<file path="config.mk">
export PLATFORM = sky130hd
export DESIGN_NAME = breakout_game_ctrl
export DESIGN_NICKNAME = d
export VERILOG_FILES = /design/src/rtl/breakout_game_ctrl_pkg.sv /design/src/rtl/breakout_game_ctrl_bcd_add_sat.sv /design/src/rtl/breakout_game_ctrl.sv
export SDC_FILE = /design/constraint.sdc
export NUM_CORES = 1
export LEC_CHECK = 0
export ABC_AREA = 0
export CAP_MARGIN = 5
export CORE_MARGIN = 1.5
export CORE_UTILIZATION = 40
export DETAILED_ROUTE_END_ITERATION = 10
export PLACE_DENSITY = 0.6
export SYNTH_ARGS = -nofsm -noshare
export SYNTH_HDL_FRONTEND = slang
export SYNTH_SLANG_ARGS = --single-unit
</file>
<file path="constraint.sdc">
create_clock -name clk -period 7.5 [get_ports clk]
set_input_delay 1.875 -clock clk [delete_from_list [all_inputs] [get_ports clk]]
set_output_delay 1.875 -clock clk [all_outputs]
set_load 0.02 [all_outputs]
</file>
<file path="src/rtl/breakout_game_ctrl_pkg.sv">
// Shared definitions for the breakout game controller: state encodings reused by
// the graph and text units, plus a timer-width helper.
package breakout_game_ctrl_pkg;

    localparam int unsigned STATE_W = 2;

    localparam logic [STATE_W-1:0] ST_NEWGAME = 2'b00;
    localparam logic [STATE_W-1:0] ST_PLAY    = 2'b01;
    localparam logic [STATE_W-1:0] ST_NEWBALL = 2'b10;
    localparam logic [STATE_W-1:0] ST_OVER    = 2'b11;

    typedef enum logic [STATE_W-1:0] {
        StNewgame = ST_NEWGAME,
        StPlay    = ST_PLAY,
        StNewball = ST_NEWBALL,
        StOver    = ST_OVER
    } game_state_e;

    localparam logic [3:0] BCD_MAX_DIGIT = 4'd9;

    function automatic int unsigned timer_width(int unsigned a, int unsigned b);
        int unsigned m;
        int unsigned w;
        m = (a > b) ? a : b;
        w = $clog2(m);
        return (w < 1) ? 1 : w;
    endfunction

endpackage

</file>
<file path="src/rtl/breakout_game_ctrl_bcd_add_sat.sv">
// Combinational saturating add of a single BCD digit to an N-digit BCD value,
// plus a magnitude compare of that value against a second BCD operand.
module bcd_add_sat
    import breakout_game_ctrl_pkg::*;
#(
    parameter int unsigned DIGITS = 4
) (
    input  logic [4*DIGITS-1:0] a,
    input  logic [3:0]          addend,
    input  logic [4*DIGITS-1:0] b,
    output logic [4*DIGITS-1:0] sum,
    output logic                gt
);

    logic [4*DIGITS-1:0] raw;
    logic [4:0]          t;
    logic                carry;

    always_comb begin
        raw   = '0;
        t     = '0;
        carry = 1'b0;
        for (int i = 0; i < DIGITS; i++) begin
            t = 5'(a[4*i +: 4]) + 5'((i == 0) ? addend : 4'd0) + 5'(carry);
            if (t > 5'(BCD_MAX_DIGIT)) begin
                raw[4*i +: 4] = 4'(t - 5'd10);
                carry         = 1'b1;
            end else begin
                raw[4*i +: 4] = t[3:0];
                carry         = 1'b0;
            end
        end
        // Carry out of the top digit means we passed all-9s: clamp.
        sum = carry ? {DIGITS{BCD_MAX_DIGIT}} : raw;
    end

    // Valid BCD orders the same as plain binary, MSD first.
    assign gt = (a > b);

endmodule

</file>
<file path="src/rtl/breakout_game_ctrl.sv">
// Breakout game control: game FSM, saturating BCD score, high score, ball count
// and freeze timers, driven by rising edges of the start/hit/miss/cleared levels.
module breakout_game_ctrl
    import breakout_game_ctrl_pkg::*;
#(
    parameter int unsigned SCORE_DIGITS  = 4,
    parameter int unsigned BALLS         = 3,
    parameter int unsigned HIT_POINTS    = 1,
    parameter int unsigned NEWBALL_DELAY = 25000000,
    parameter int unsigned OVER_DELAY    = 100000000
) (
    input  logic                      clk,
    input  logic                      reset,
    input  logic                      start,
    input  logic                      hit,
    input  logic                      miss,
    input  logic                      cleared,
    output logic [STATE_W-1:0]        state,
    output logic                      gra_still,
    output logic [4*SCORE_DIGITS-1:0] score,
    output logic [4*SCORE_DIGITS-1:0] high_score,
    output logic [3:0]                balls_left,
    output logic                      win
);

    localparam int unsigned SW     = 4 * SCORE_DIGITS;
    localparam int unsigned TimerW = timer_width(NEWBALL_DELAY, OVER_DELAY);
    localparam logic [TimerW-1:0] NbLoad   = TimerW'(NEWBALL_DELAY - 1);
    localparam logic [TimerW-1:0] OverLoad = TimerW'(OVER_DELAY - 1);

    logic start_q, hit_q, miss_q, cleared_q;
    logic start_rise, hit_rise, miss_rise, cleared_rise;

    game_state_e       state_q, state_d;
    logic [TimerW-1:0] timer_q, timer_d;
    logic [SW-1:0]     score_q, score_d;
    logic [SW-1:0]     high_q, high_d;
    logic [3:0]        balls_q, balls_d;
    logic              win_q, win_d;
    logic              still_q;

    logic [SW-1:0]     score_sum;
    logic              score_gt;

    assign start_rise   = start & ~start_q;
    assign hit_rise     = hit & ~hit_q;
    assign miss_rise    = miss & ~miss_q;
    assign cleared_rise = cleared & ~cleared_q;

    bcd_add_sat #(
        .DIGITS (SCORE_DIGITS)
    ) u_bcd_add_sat (
        .a      (score_q),
        .addend (4'(HIT_POINTS)),
        .b      (high_q),
        .sum    (score_sum),
        .gt     (score_gt)
    );

    always_comb begin
        state_d = state_q;
        timer_d = timer_q;
        score_d = score_q;
        high_d  = high_q;
        balls_d = balls_q;
        win_d   = win_q;
        unique case (state_q)
            StNewgame: begin
                if (start_rise) begin
                    state_d = StPlay;
                    score_d = '0;
                    balls_d = 4'(BALLS);
                    win_d   = 1'b0;
                end
            end
            StPlay: begin
                if (hit_rise) begin
                    score_d = score_sum;
                end
                if (cleared_rise) begin
                    state_d = StOver;
                    win_d   = 1'b1;
                    timer_d = OverLoad;
                end else if (miss_rise) begin
                    if (balls_q > 4'd1) begin
                        balls_d = balls_q - 4'd1;
                        state_d = StNewball;
                        timer_d = NbLoad;
                    end else begin
                        balls_d = 4'd0;
                        state_d = StOver;
                        win_d   = 1'b0;
                        timer_d = OverLoad;
                    end
                end
            end
            StNewball: begin
                if (timer_q != '0) begin
                    timer_d = timer_q - TimerW'(1);
                end else if (start_rise) begin
                    state_d = StPlay;
                end
            end
            StOver: begin
                // Score is frozen in over, so comparing every cycle equals the entry check.
                if (score_gt) begin
                    high_d = score_q;
                end
                if (timer_q == '0) begin
                    state_d = StNewgame;
                end else begin
                    timer_d = timer_q - TimerW'(1);
                end
            end
        endcase
    end

    always_ff @(posedge clk) begin
        if (reset) begin
            start_q   <= 1'b0;
            hit_q     <= 1'b0;
            miss_q    <= 1'b0;
            cleared_q <= 1'b0;
            state_q   <= StNewgame;
            timer_q   <= '0;
            score_q   <= '0;
            high_q    <= '0;
            balls_q   <= 4'(BALLS);
            win_q     <= 1'b0;
            still_q   <= 1'b1;
        end else begin
            start_q   <= start;
            hit_q     <= hit;
            miss_q    <= miss;
            cleared_q <= cleared;
            state_q   <= state_d;
            timer_q   <= timer_d;
            score_q   <= score_d;
            high_q    <= high_d;
            balls_q   <= balls_d;
            win_q     <= win_d;
            still_q   <= (state_d != StPlay);
        end
    end

    assign state      = state_q;
    assign gra_still  = still_q;
    assign score      = score_q;
    assign high_score = high_q;
    assign balls_left = balls_q;
    assign win        = win_q;

endmodule

</file>
==> flow_metrics.tcl <==
set metrics [dict create \
    endpoint_kind "flip-flop" \
    grt_pass1_vias 3809 \
    status "finished, final reports clean" \
    fin_cells 692 \
    gr-total-overflow 0 \
    die_area_sq_mm 0.0114 \
    synth_edf_count 0 \
    fin_nets 587 \
    yosys-top-cells-area "dfxtp_1, ha_1, nand2_1" \
    setup_viol 0 \
    dpl.cell_count 676 \
    layout-drive-gt1-share_pct 5.76 \
    period_needed_ns 6.27 \
    synthesis.nets 556 \
    seqPwrFrac_pct 38.4 \
    timing.fmax_mhz 160 \
    worstPathMaxFanout 10 \
    ir_drop_mv 0.120 \
    postSynthCellCount 520 \
    post-route-period-util_pct 83.5 \
    critPathRequiredTime_ns 7.76 \
    initial_utilization_pct 41.5 \
    ios 46 \
    power.switching_w 0.000355 \
    cp_slowest_stage_delay_ns 0.69 \
    fin_skew_ns 0.0108 \
    cts.repair.resized 0 \
    yosysUniqueCellTypes 65 \
    start_kind "flip-flop" \
    synthFlopType "dfxtp_1" \
    rsz0062_at_grt "false" \
    syn_to_final_growth_pct 18.7 \
    place_ws_ns 1.28 \
    cts_tree "yes" \
    tns_ns 0 \
    intPower_w 0.000769 \
    via_per_inst 5.78 \
    clock_sinks 71 \
    yosysMostFrequentCell "dfxtp_1" \
    comb_power_share_pct 23.7 \
    worst-slew-pin-transition_ns 0.981 \
    drt_first_pass_iters 4 \
    worstSkewPairLatency_ns 0.35 \
    ctsLongestPathBuffers 2 \
    io_buffers 45 \
    grt_max_degree 42 \
    vias 3997 \
    gp_congestion 0.798 \
    grt_pass1_wl_um 18100 \
    antenna_found_initial 0 \
    critPathSlowestCell "a31oi_1" \
    async_flop_share_pct 0 \
    synth_top_area_share_pct 33.0 \
    syn-cell-area_sq_mm 0.00431 \
    cts_setup_buffers 0 \
    row_count 37 \
    cts_max_level 3 \
    power.share.clock_pct 37.9 \
    hold_viol_final 0 \
    wl_per_cell_um 15.9 \
    place_hpwl_um 7580 \
    path_cells "inv_1, ha_1, inv_1, ha_1, nor2b_1, o21ai_0, a31oi_1, o22a_1, ha_1, ha_1, o22a_1, o22a_1, ha_1, ha_1, o22a_1, o22a_1, ha_1, ha_1, nand2b_1, a31o_2, a31oi_1, a21oi_1, a311oi_1" \
    power.density_mw_per_mm2 220 \
    postCtsHoldBufs 0 \
    cellLeakagePower_nw 1.86 \
    antenna_left 0 \
    ys_ff_latch 71 \
    slew_headroom_pct 34.0 \
    drv_slew 0 \
    min_path_type "flip-flop to flip-flop" \
    cp_data_arrival_time_ns 6.53 \
    p_total_w 0.00112 \
    wl_um 11000 \
    swShare_pct 31.5 \
    fillCellCount 1008 \
    max_cap_violations 0 \
    die_h_um 107 \
    cts_inserted_buffers 9 \
    insertedDiodeCount 0 \
    die_width_um 107 \
    cts-root-buf "clkbuf_8" \
    critical_path.most_common_cell "ha_1" \
    path_class "flip-flop to flip-flop" \
    postSynthAreaPerCell_sq_um 8.28 \
    drtIter0Drc 156 \
    synth.top_cells.by_count "dfxtp_1, nand2_1, inv_1" \
    coreArea_sq_mm 0.0104 \
    synth_sequential_area_ratio_pct 33.0 \
    clk_pin_slew_worst_paths_ns 0.08 \
    yosys_warnings 0 \
    finalWorstSetupSlack_ns 1.23 \
    track_usage_pct 19.6 \
    yosysTopAreaCell "dfxtp_1" \
    drc 0 \
]
[metal layers]
layer  up-vias  GRT usage, %  part of all wire (%)
met5         -             0                     0
met4         0          4.00                  0.93
met3        12          5.23                   4.3
met2        87          33.8                    48
met1      1911          24.4                    46
li1       1987             -                     -
[cell type report]
type / instances / area [sq um] / area share [%]
flip-flops and latches: 71 / 1420 / 27.8
well taps: 136 / 170 / 3.33
repair buffers: 49 / 480 / 9.40
multi-input cells: 379 / 2610 / 51.0
inverters: 41 / 154 / 3.01
clock buffers: 11 / 151 / 2.96
clock inverters: 5 / 128 / 2.50
[cells by family (layout without fill, tap and decap cells)]
group	after synthesis	in the layout	synth area share, %
adders and majority gates	30	30	8.72
and+or+nand+nor	177	177	21.8
DFF	71	71	33.0
AOI/OAI and AO/OA	141	141	23.2
muxes	18	18	4.18
xor gates and xnor gates	13	13	2.64
buffers and inverters	70	106	6.51
[flip-flops by register name, indices dropped and copies added (netlist names), 2 cells and up]
| signal | flops |
|---|---|
| balls_left | 4 |
| high_score | 16 |
| score | 16 |
| state | 2 |
| timer_q | 27 |
[final timing paths]
path / startpoint / end / slack (ns) / depth (start not counted)
worst max-delay path: score[0] / score[14] / 1.23 / 23
worst min-delay path: win / win / 0.47 / 2
worst max register to register: score[0] / score[14] / 1.23 / 23
worst min register to register: win / win / 0.47 / 2
[per-stage QoR]
step / util, % / area [sq um] / hold slack, ns
after floorplan: - / 4310 / 0.449
after global placement: 46.6 / 4830 / 0.457
after detailed placement: 46.6 / 4830 / 0.456
after CTS: 49.3 / 5110 / 0.466
after global routing: 49.3 / 5110 / 0.505
final: 49.3 / 5110 / 0.468
[worst max-delay path: cells and delay by family (launching register included)]
kind | cells | cell delay [ns]
compound gates | 11 | 2.95
flops | 1 | 0.45
fa+ha+maj | 8 | 2.30
buf+inv | 2 | 0.21
simple gates | 2 | 0.27
[power by group through the flow]
| stage | Combinational (W) | Clock, W | Sequential [W] |
|---|---|---|---|
| after floorplan | 0.000198 | 0 | 0.000439 |
| after CTS | 0.000264 | 0.000434 | 0.000431 |
| after detailed placement | 0.000263 | 0 | 0.000440 |
| final | 0.000266 | 0.000426 | 0.000432 |
| after global routing | 0.000295 | 0.000448 | 0.000436 |
| after global placement | 0.000260 | 0 | 0.000439 |
[cells in the final DEF, fill, tap and decap left out, types with 8 or more instances in the layout]
cell type and n:
mux2i_1 18, ha_1 30, xnor2_1 12, a311oi_1 8, o21ai_0 19, nand3_1 10, clkdlybuf4s50_1 45, a211oi_1 10
a31oi_1 13, nor3_1 21, clkbuf_8 11, or3_1 9, inv_1 41, nand2_1 59, nor2_1 18, nor2b_1 9
or4_1 9, dfxtp_1 71, nor4_1 8, a21oi_1 32
No activity file was read; power rests on OpenSTA's default activity.
